<file path="src/rtl/ctrl_pkg.sv">
// Shared types for ctrl_sequencer: opcode map, load FSM states, flag bit positions.
package ctrl_pkg;
  localparam int OPW_P = 4;
  localparam int CNT_W = 3;

  typedef enum logic [OPW_P-1:0] {
    OP_LOAD   = 4'b0000,
    OP_STORE  = 4'b0001,
    OP_XOR    = 4'b0010,
    OP_MOVIN  = 4'b0101,
    OP_MOVOUT = 4'b0110,
    OP_JLT    = 4'b1000,
    OP_JEQ    = 4'b1001,
    OP_JGT    = 4'b1010,
    OP_CMP    = 4'b1011
  } opcode_e;

  typedef enum logic {
    S_IDLE      = 1'b0,
    S_LOAD_WAIT = 1'b1
  } state_e;

  localparam int LT = 2;
  localparam int EQ = 1;
  localparam int GT = 0;
endpackage

</file>
<file path="src/rtl/cmp_flags.sv">
// Registered {lt,eq,gt} comparator with a sticky valid bit.
// Define CTRL_SIGNED_CMP_EN for two's-complement ordering; unsigned otherwise.
module cmp_flags
  import ctrl_pkg::*;
#(
  parameter int DW = 8
) (
  input  logic          clk,
  input  logic          reset,
  input  logic          en,
  input  logic [DW-1:0] a,
  input  logic [DW-1:0] b,
  output logic [2:0]    flags,
  output logic          flags_valid
);
  logic       lt, eq, gt;
  logic [2:0] flags_q;
  logic       valid_q;

`ifdef CTRL_SIGNED_CMP_EN
  logic signed [DW-1:0] a_s, b_s;
  assign a_s = $signed(a);
  assign b_s = $signed(b);
  assign lt  = (a_s < b_s);
  assign gt  = (a_s > b_s);
`else
  assign lt  = (a < b);
  assign gt  = (a > b);
`endif
  assign eq  = (a == b);

  always_ff @(posedge clk or posedge reset) begin
    if (reset) begin
      flags_q <= '0;
      valid_q <= 1'b0;
    end else if (en) begin
      flags_q[LT] <= lt;
      flags_q[EQ] <= eq;
      flags_q[GT] <= gt;
      valid_q     <= 1'b1;
    end
  end

  assign flags       = flags_q;
  assign flags_valid = valid_q;
endmodule

</file>
<file path="src/rtl/ctrl_sequencer.sv">
// Instruction decoder with multi-cycle load FSM, fetch stall and compare-flag tracking.
// CTRL_SIGNED_CMP_EN selects signed compare in the cmp_flags instance.
module ctrl_sequencer
  import ctrl_pkg::*;
#(
  parameter int OPW     = 4,
  parameter int FW      = 5,
  parameter int RIDX    = 4,
  parameter int DW      = 8,
  parameter int MEM_LAT = 1
) (
  input  logic              clk,
  input  logic              reset,
  input  logic              instr_valid,
  input  logic [OPW+FW-1:0] instr,
  input  logic [DW-1:0]     cmp_a,
  input  logic [DW-1:0]     cmp_b,
  output logic              stall,
  output logic [RIDX-1:0]   rd_a,
  output logic [RIDX-1:0]   rd_b,
  output logic [FW-1:0]     addr,
  output logic [OPW-1:0]    alu_op,
  output logic              branch,
  output logic              mem_write,
  output logic              mem_to_reg,
  output logic              reg_write,
  output logic              acc_write,
  output logic              alu_src,
  output logic              is_mov_in,
  output logic              is_mov_out,
  output logic [2:0]        flags,
  output logic              flags_valid
);
  localparam logic [OPW-1:0]   C_LOAD   = OPW'(OP_LOAD);
  localparam logic [OPW-1:0]   C_STORE  = OPW'(OP_STORE);
  localparam logic [OPW-1:0]   C_XOR    = OPW'(OP_XOR);
  localparam logic [OPW-1:0]   C_MOVIN  = OPW'(OP_MOVIN);
  localparam logic [OPW-1:0]   C_MOVOUT = OPW'(OP_MOVOUT);
  localparam logic [OPW-1:0]   C_JLT    = OPW'(OP_JLT);
  localparam logic [OPW-1:0]   C_JEQ    = OPW'(OP_JEQ);
  localparam logic [OPW-1:0]   C_JGT    = OPW'(OP_JGT);
  localparam logic [OPW-1:0]   C_CMP    = OPW'(OP_CMP);
  localparam logic [CNT_W-1:0] LAT_M1   = CNT_W'((MEM_LAT > 0) ? MEM_LAT - 1 : 0);

  logic [OPW-1:0]   opcode;
  logic [FW-1:0]    field;
  state_e           state_q, state_d;
  logic [CNT_W-1:0] cnt_q, cnt_d;
  logic             cmp_en;

  assign opcode  = instr[OPW+FW-1:FW];
  assign field   = instr[FW-1:0];
  assign alu_src = 1'b0;

  // Reset forces every decoded output low; flags are cleared by their own async reset.
  always_comb begin
    stall      = 1'b0;
    rd_a       = '0;
    rd_b       = '0;
    addr       = '0;
    alu_op     = '0;
    branch     = 1'b0;
    mem_write  = 1'b0;
    mem_to_reg = 1'b0;
    reg_write  = 1'b0;
    acc_write  = 1'b0;
    is_mov_in  = 1'b0;
    is_mov_out = 1'b0;
    cmp_en     = 1'b0;
    state_d    = state_q;
    cnt_d      = cnt_q;
    if (reset) begin
      state_d = S_IDLE;
    end else if (state_q == S_LOAD_WAIT) begin
      mem_to_reg = 1'b1;
      acc_write  = 1'b1;
      if (cnt_q != '0) begin
        stall = 1'b1;
        cnt_d = cnt_q - 1'b1;
      end else begin
        reg_write = 1'b1;
        state_d   = S_IDLE;
      end
    end else if (instr_valid) begin
      alu_op    = opcode;
      addr      = field;
      rd_a      = RIDX'(opcode);
      reg_write = 1'b1;
      acc_write = 1'b1;
      case (opcode)
        C_LOAD: begin
          mem_to_reg = 1'b1;
          if (MEM_LAT != 0) begin
            reg_write = 1'b0;
            stall     = 1'b1;
            cnt_d     = LAT_M1;
            state_d   = S_LOAD_WAIT;
          end
        end
        C_STORE: begin
          mem_write = 1'b1;
          reg_write = 1'b0;
        end
        C_XOR: begin
          if (field[FW-1]) begin
            rd_a = RIDX'(2);
            rd_b = RIDX'(4);
          end else begin
            rd_a = RIDX'(1);
            rd_b = RIDX'(3);
          end
        end
        C_MOVIN: begin
          rd_a      = RIDX'(field[FW-1:1]);
          is_mov_in = 1'b1;
        end
        C_MOVOUT: begin
          rd_a       = RIDX'(field[FW-1:1]);
          is_mov_out = 1'b1;
          acc_write  = 1'b0;
        end
        C_CMP: begin
          rd_a      = RIDX'(field[FW-1:FW/2]);
          rd_b      = RIDX'(field[FW/2-1:0]);
          reg_write = 1'b0;
          acc_write = 1'b0;
          cmp_en    = 1'b1;
        end
        C_JLT: begin
          reg_write = 1'b0;
          acc_write = 1'b0;
          branch    = flags[LT] & flags_valid;
        end
        C_JEQ: begin
          reg_write = 1'b0;
          acc_write = 1'b0;
          branch    = flags[EQ] & flags_valid;
        end
        C_JGT: begin
          reg_write = 1'b0;
          acc_write = 1'b0;
          branch    = flags[GT] & flags_valid;
        end
        default: ;
      endcase
    end
  end

  always_ff @(posedge clk or posedge reset) begin
    if (reset) begin
      state_q <= S_IDLE;
      cnt_q   <= '0;
    end else begin
      state_q <= state_d;
      cnt_q   <= cnt_d;
    end
  end

  cmp_flags #(.DW(DW)) u_cmp_flags (
    .clk         (clk),
    .reset       (reset),
    .en          (cmp_en),
    .a           (cmp_a),
    .b           (cmp_b),
    .flags       (flags),
    .flags_valid (flags_valid)
  );
endmodule

</file>
<file path="config.mk">
export PLATFORM = sky130hd
export DESIGN_NAME = ctrl_sequencer
export DESIGN_NICKNAME = d
export VERILOG_FILES = /design/src/rtl/ctrl_pkg.sv /design/src/rtl/cmp_flags.sv /design/src/rtl/ctrl_sequencer.sv
export SDC_FILE = /design/constraint.sdc
export NUM_CORES = 1
export LEC_CHECK = 0
export CAP_MARGIN = 10
export CORE_ASPECT_RATIO = 1.5
export CORE_MARGIN = 3
export CORE_UTILIZATION = 25
export CTS_CLUSTER_SIZE = 28
export DETAILED_ROUTE_END_ITERATION = 7
export SKIP_CTS_REPAIR_TIMING = 1
export SYNTH_ARGS = -nofsm -noshare
export SYNTH_HDL_FRONTEND = slang
export SYNTH_SLANG_ARGS = --single-unit
export TNS_END_PERCENT = 100
</file>
<file path="constraint.sdc">
create_clock -name clk -period 3.9 [get_ports clk]
set_clock_uncertainty 0.2 [all_clocks]
set_input_delay 0.585 -clock clk [delete_from_list [all_inputs] [get_ports clk]]
set_output_delay 0.585 -clock clk [all_outputs]
set_load 0.01 [all_outputs]
</file>
* After elaboration in Yosys (flattened, before gate mapping) *
Index checks and enable logic that the tools add are counted.

storage, ports and cells
  bits in registers = 8
  input port bits = 28
  output and inout port bits = 30
  logic and storage cells = 85

cells by class
  add/sub/neg operators = 1
  order comparisons = 2
  equal/unequal tests = 10
  muxes and demuxes = 56
  bitwise gates (word level) = 4
  reductions and logical operators = 8

operators with widths
  kind                                                                     count
  1-bit two-way mux                                                        35
  3-bit two-way mux                                                        8
  4-bit two-way mux                                                        6
  4-bit == test, second input constant                                     4
  5-bit two-way mux                                                        3
  4-bit case mux with 3 select lines                                       1
  4-bit by 3-bit == test with 1-bit output, second input constant          2
  8-bit == test                                                            1
  8-bit greater-than comparator                                            1
  8-bit less-than comparator                                               1
  3-bit case mux with 2 select lines                                       1
  6-bit OR reduction                                                       1
  5-bit OR reduction                                                       1
  4-bit by 1-bit == test with 1-bit output, second input constant          1
  4-bit by 2-bit == test with 1-bit output, second input constant          1
  4-bit logical NOT                                                        1
  4-bit AND reduction                                                      1
  2-bit nonzero test                                                       2
  1-bit AND                                                                3
  1-bit case mux with 3 select lines                                       1
  3-bit nonzero test                                                       1
  3-bit by 1-bit subtractor with 3-bit output, second input constant       1
  2-bit two-way mux                                                        1
  2-bit by 1-bit inequality test with 1-bit output, second input constant  1
  other kinds (2)                                                          2

* Longest topological paths before layout *
Gate-level depths: netlist of run 1.

  depth in word-level cells = 6
  mapped depth = 6
  depth with buffers taken out = 6

* Hierarchy *
A second synthesis of run 1 with hierarchy kept.

unflattened totals
  cell total of the unflattened synthesis = 144
  area total of the unflattened synthesis = 1044.8 µm²

modules (own cells, without submodules)
  module          times used  cells an instance  area an instance (µm²)  seq. area each (µm²)
  ctrl_sequencer  1           104                698.2                   100.1
  cmp_flags       1           40                 346.6                   100.1

* Worst setup path before layout of run 1 *
No wires, ideal clock.

  path kind = input-to-output
  start = in instr[6]
  end = out rd_a[1]
  data arrival time = 1.612 ns
  data required time = 3.115 ns
  slack = 1.503 ns
  stages on the path = 5
  path buffers = 2
  path through = buf_6 > and4b_4 > buf_6 > or3_4 > a21oi_1

on the way
  longest elaborated chain between the ends = 6
  elaborated cells on any way between the ends = 9
  classes of those cells = eq/ne (4); mux (4); reduce/logical (1)

RTL lines
  element                                   line                  text
  start: declaration                        ctrl_sequencer.sv:15  input logic [OPW+FW-1:0] instr,
  4-bit by 3-bit == test with 1-bit output  ctrl_sequencer.sv:90  case (opcode)
  2-bit OR reduction (no source line)       -
  4-bit case mux with 3 select lines (*)    ctrl_sequencer.sv:90
  4-bit two-way mux (*)                     ctrl_sequencer.sv:84  end else if (instr_valid) begin
  4-bit two-way mux (*)                     ctrl_sequencer.sv:74  end else if (state_q == S_LOAD_WAIT) begin
  4-bit two-way mux (*)                     ctrl_sequencer.sv:72  if (reset) begin
  end: declaration                          ctrl_sequencer.sv:19  output logic [RIDX-1:0] rd_a,

Every way passes the cells marked *; elsewhere a longest branch is shown, timed or not.

* Final worst setup path of run 1 *
  start = in instr[5]
  end = out rd_a[0]

Same word-level chain as after synthesis.

==> results of run 1 <==
-- worst max-delay path: cells and delay by family --
kind,cells,cell delay [ps]
AO/OA/AOI/OAI,1,160
AND/OR/NAND/NOR,2,470
buffers and inverters,2,1120
XOR/XNOR,1,360
-- power breakdown --
group	total (uW)	internal, uW	leakage, uW	switching, uW
registers	114	102	0.000102	11.3
clock network	99.5	66.9	0.0000216	32.6
logic	169	92.2	0.000536	77.1
-- cell usage in the layout (no fill, tap or decap), types with 2 or more instances in the layout --
cell type        count
nor3b_2              2
nor2_1               9
nand3_1              3
nand3b_1             2
ha_1                10
nor2b_1              4
dfrtp_1              8
inv_1               15
nand2_1             14
and2_1               8
a31oi_1              2
a21oi_1              5
o31ai_1              2
conb_1               2
and4_1               2
clkdlybuf4s50_1     55
o21ai_0              6
clkbuf_8             3
nand2b_1             5
-- final timing paths --
path,startpoint,slack [ps],to
setup / recovery,instr[5],410,rd_a[0]
hold / removal,u_cmp_flags.flags_valid$_DFFE_PP0P_,310,u_cmp_flags.flags_valid$_DFFE_PP0P_
setup reg to reg,state_q$_DFF_PP0_,2310,u_cmp_flags.flags[2]$_DFFE_PP0P_
hold reg to reg,u_cmp_flags.flags_valid$_DFFE_PP0P_,310,u_cmp_flags.flags_valid$_DFFE_PP0P_
max in group asynchronous,reset,2640,u_cmp_flags.flags[0]$_DFFE_PP0P_
min in group asynchronous,reset,580,state_q$_DFF_PP0_
-- routing by layer --
layer  global-route usage, %  up-vias  part of all wire, %  wire [um]
met1                    11.2      487                   34        959
met3                    3.89        8                  8.6        240
met2                    22.5       42                   55       1520
met4                    6.33        0                  2.4         68
met5                       0        -                    0          0
li1                        -      550                    -          -
-- flip-flops by register name, summed over array words and instances (netlist names) --
register                 cells
cnt_q                        3
state_q                      1
u_cmp_flags.flags            3
u_cmp_flags.flags_valid      1
-- area by class of cell --
| class | count | area share (%) |
|---|---|---|
| multi-input combinational | 99 | 42.8 |
| timing repair buffer | 56 | 35.1 |
| sequential | 8 | 12.6 |
| inverter | 15 | 3.54 |
| tap | 43 | 3.39 |
| clock buffer | 3 | 2.60 |
-- per-stage QoR --
step,setup slack [ps],area [um2],instances
final,410,1590,224
after global routing,298,1590,224
after CTS,420,1590,224
after detailed placement,415,1550,221
after global placement,470,1550,221
after floorplan,1500,998,130
-- cells by family (layout without fill, tap and decap cells) --
group	Yosys count	count (layout)	synth area share (%)
xor+xnor	1	1	0.881
mux	1	1	1.01
compound gates	28	28	19.6
other cells	1	2	0.377
flops	8	8	20.1
fa+ha+maj	10	10	12.6
buf+inv	23	74	11.9
simple gates	57	57	33.5
==> flow_metrics.tcl, run 1 <==
set metrics [dict create \
    start_util_pct 26.5 \
    maxCapViolCount 0 \
    worstPathMaxFanout 9 \
    async_flop_share_pct 100 \
    hold_class "flop to flop" \
    nets 221 \
    portBuffers 55 \
    cpMaxStageDelayCell "clkdlybuf4s50_1" \
    postRouteWirelength_um 2790 \
    io_pins 58 \
    h-tree-depth 1 \
    outcome "finished, final reports clean" \
    ys_top_cells_by_count "inv_1 (15), nand2_1 (14), ha_1 (10), nor2_1 (9)" \
    ff2ff_path_depth 4 \
    ctsLongestPathBuffers 2 \
    max_stage_delay_ps 560 \
    synth_top_area_share_pct 20.1 \
    power_uw 382 \
    crit_path_end_kind "primary output" \
    cp.required_ps 3120 \
    synth_area_leaders "dfrtp_1 (20%), ha_1 (13%), inv_1 (5.7%)" \
    setup_tns_ps 0 \
    critical_path_class "input pin to primary output" \
    grt_start_max_net_pins 15 \
    antenna_left 0 \
    viasPerCell 4.85 \
    synth_ff_type "dfrtp_1" \
    die_h_um 83.3 \
    cts_tree "yes" \
    drv_slew 0 \
    routedWlPerCell_um 12.5 \
    peakVddDrop_v 0.000103 \
    layout.area.seq_um2 200 \
    drive_gt1_share_pct 4.97 \
    synth.avg_cell_area_um2 7.71 \
    setup_viol 0 \
    critPathMostFrequentCell "clkdlybuf4s50_1" \
    ys_seq_elements 8 \
    finalHoldViolCount 0 \
    grt_usage_pct 12.1 \
    grt_overflow_total 0 \
    rsz0062_at_grt "no" \
    fillerInstances 388 \
    yosys.cell_types.count 44 \
    synth_seq_area_share_pct 20.1 \
    drcViolationCount 0 \
    postLayoutCoreUtil_pct 42.4 \
    firstDrtPassIters 4 \
    area_growth_pct 59.7 \
    globalplace.congestion 0.787 \
    die_w_um 57.5 \
    multi_input_area_um2 679 \
    grt_pass1_vias 1126 \
    grt_pass1_wl_um 4680 \
    antenna_found_initial 0 \
    dieArea_mm2 0.00479 \
    synth_cells 129 \
    numCtsBuffers 3 \
    dpl.hpwl_um 2410 \
    critPathArrivalTime_ps 2700 \
    whs_ps 307 \
    insertion_delay_ps 230 \
    core_mm2 0.00375 \
    worst_setup_hold_path_clk_slew_ps 40 \
    yosysTopAreaCell "dfrtp_1" \
    diodes 0 \
    startpoint_type "input pin" \
    fmax_ghz 0.287 \
    p_per_area_mw_per_mm2 241 \
    vias 1087 \
    ys.warnings.count 0 \
    fin_crit_sh_pct 89.5 \
    path_cells "clkdlybuf4s50_1 > xnor2_1 > nor3b_2 > or3_4 > a41oi_2 > clkdlybuf4s50_1" \
    period_needed_ps 3490 \
    yosysMostFrequentCell "inv_1" \
    ctsRootBufferMaster "clkbuf_8" \
    drt-initial-drc-count 16 \
    cts_num_sinks 8 \
    synth_area_um2 995 \
    core.rowCount 27 \
    synth_edf_count 0 \
    hold_depth 1 \
    p_leak_uw 0.000659 \
]
No activity file was read; power rests on OpenSTA's default activity.
==> inputs of run 2 (changes only) <==
Settings changed: CTS_BUF_LIST set to sky130_fd_sc_hd__clkbuf_8.
Clock period 3.9 ns to 4 ns, I/O delays scaled along.
==> run 2 against run 1 <==
Count of clock-buffer cells in the layout unchanged; largest power group unchanged; global-route usage is 0.24 points lower; critical path depth stayed put; setup slack better by 67 ps; clock power is 5.6% lower; routed wire length is 0.25% lower; sequential share of layout area unchanged.
==> flow_metrics.tcl, run 2 (synthesis results as in run 1) <==
set metrics [dict create \
    insertion_delay_ps 220 \
    routedWlPerCell_um 12.4 \
    finalHoldViolCount 0 \
    fmax_ghz 0.284 \
    nets 221 \
    h-tree-depth 1 \
    portBuffers 55 \
    die_w_um 57.5 \
    reg2reg_slack_ps 2400 \
    p_leak_uw 0.000659 \
    io_pins 58 \
    grt_pass1_wl_um 4670 \
    grt_start_max_net_pins 15 \
    postRouteWirelength_um 2780 \
    grt_overflow_total 0 \
    final_cell_mix "clkdlybuf4s50_1 (55), inv_1 (15), nand2_1 (14)" \
    worstPathMaxFanout 9 \
    critical_path_class "input pin to primary output" \
    antenna_found_initial 0 \
    rsz0062_at_grt "no" \
    drive_gt1_share_pct 4.97 \
    hold_class "flop to flop" \
    postLayoutCoreUtil_pct 42.4 \
    dpl.hpwl_um 2420 \
    outcome "finished, final reports clean" \
    drt-initial-drc-count 14 \
    globalplace.congestion 0.788 \
    core.rowCount 27 \
    die_h_um 83.3 \
    ctsLongestPathBuffers 2 \
    critPathArrivalTime_ps 2720 \
    vias 1070 \
    diodes 0 \
    area_growth_pct 59.7 \
    core_mm2 0.00375 \
    dieArea_mm2 0.00479 \
    drv_slew 0 \
    peakVddDrop_v 0.000125 \
    viasPerCell 4.78 \
    fin_crit_sh_pct 88.1 \
    start_util_pct 26.5 \
    crit_path_end_kind "primary output" \
    numCtsBuffers 3 \
    period_needed_ps 3520 \
    p_per_area_mw_per_mm2 233 \
    setup_viol 0 \
    cts_num_sinks 8 \
    antenna_left 0 \
    cp.required_ps 3200 \
    drcViolationCount 0 \
    worst_setup_hold_path_clk_slew_ps 40 \
    cts_tree "yes" \
    firstDrtPassIters 4 \
    grt_pass1_vias 1129 \
    maxCapViolCount 0 \
    ctsRootBufferMaster "clkbuf_8" \
    grt_usage_pct 11.9 \
    setup_tns_ps 0 \
    final_common_cell "clkdlybuf4s50_1" \
    startpoint_type "input pin" \
]
[run 2: path summary, 6_finish.rpt]
kind | startpoint | endpoint | depth (start not counted)
worst max register to register | state_q$_DFF_PP0_ | u_cmp_flags.flags[2]$_DFFE_PP0P_ | 4
max in group asynchronous | reset | cnt_q[0]$_DFFE_PP0P_ | 2
worst max-delay path | instr[5] | rd_a[0] | 6
worst min register to register | u_cmp_flags.flags_valid$_DFFE_PP0P_ | u_cmp_flags.flags_valid$_DFFE_PP0P_ | 1
min in group asynchronous | reset | u_cmp_flags.flags_valid$_DFFE_PP0P_ | 2
worst min-delay path | u_cmp_flags.flags_valid$_DFFE_PP0P_ | u_cmp_flags.flags_valid$_DFFE_PP0P_ | 1
[run 2: metrics by stage]
step,area [um2],hold slack [ps],cells,setup slack [ps],total power (uW)
final,1590,306,224,477,371
after global routing,1590,351,224,355,405
after CTS,1590,320,224,480,376
after detailed placement,1550,308,221,481,279
after global placement,1550,296,221,540,273
after floorplan,998,248,130,1570,206
[run 2: area by class of cell]
class,instances,area (um2)
clock buffers,3,41.3
fillers,399,2160
inverters,15,56.3
multi-input cells,99,679
flip-flops and latches,8,200
well taps,43,53.8
repair buffers,56,558
[run 2: critical path, cell delays in order]
cell and delay (ps):
clkdlybuf4s50_1 570, xnor2_1 360, nor3b_2 120, or3_4 350
a41oi_2 160, clkdlybuf4s50_1 560
[run 2: layer usage]
metal / track usage, % / vias to the layer above / share of wire [%]
met5: 0 / - / 0
met4: 4.64 / 0 / 1.9
met3: 2.80 / 6 / 8.5
met2: 23.1 / 45 / 56
met1: 11.3 / 472 / 34
li1: - / 547 / -
[run 2: power breakdown]
group / leakage (uW) / switching (uW) / total, uW / internal (uW)
clock: 0.0000216 / 28.9 / 93.9 / 64.9
sequential: 0.000102 / 10.9 / 111 / 99.7
combinational: 0.000536 / 76.2 / 166 / 90.1
total: 0.000659 / 116 / 371 / 255
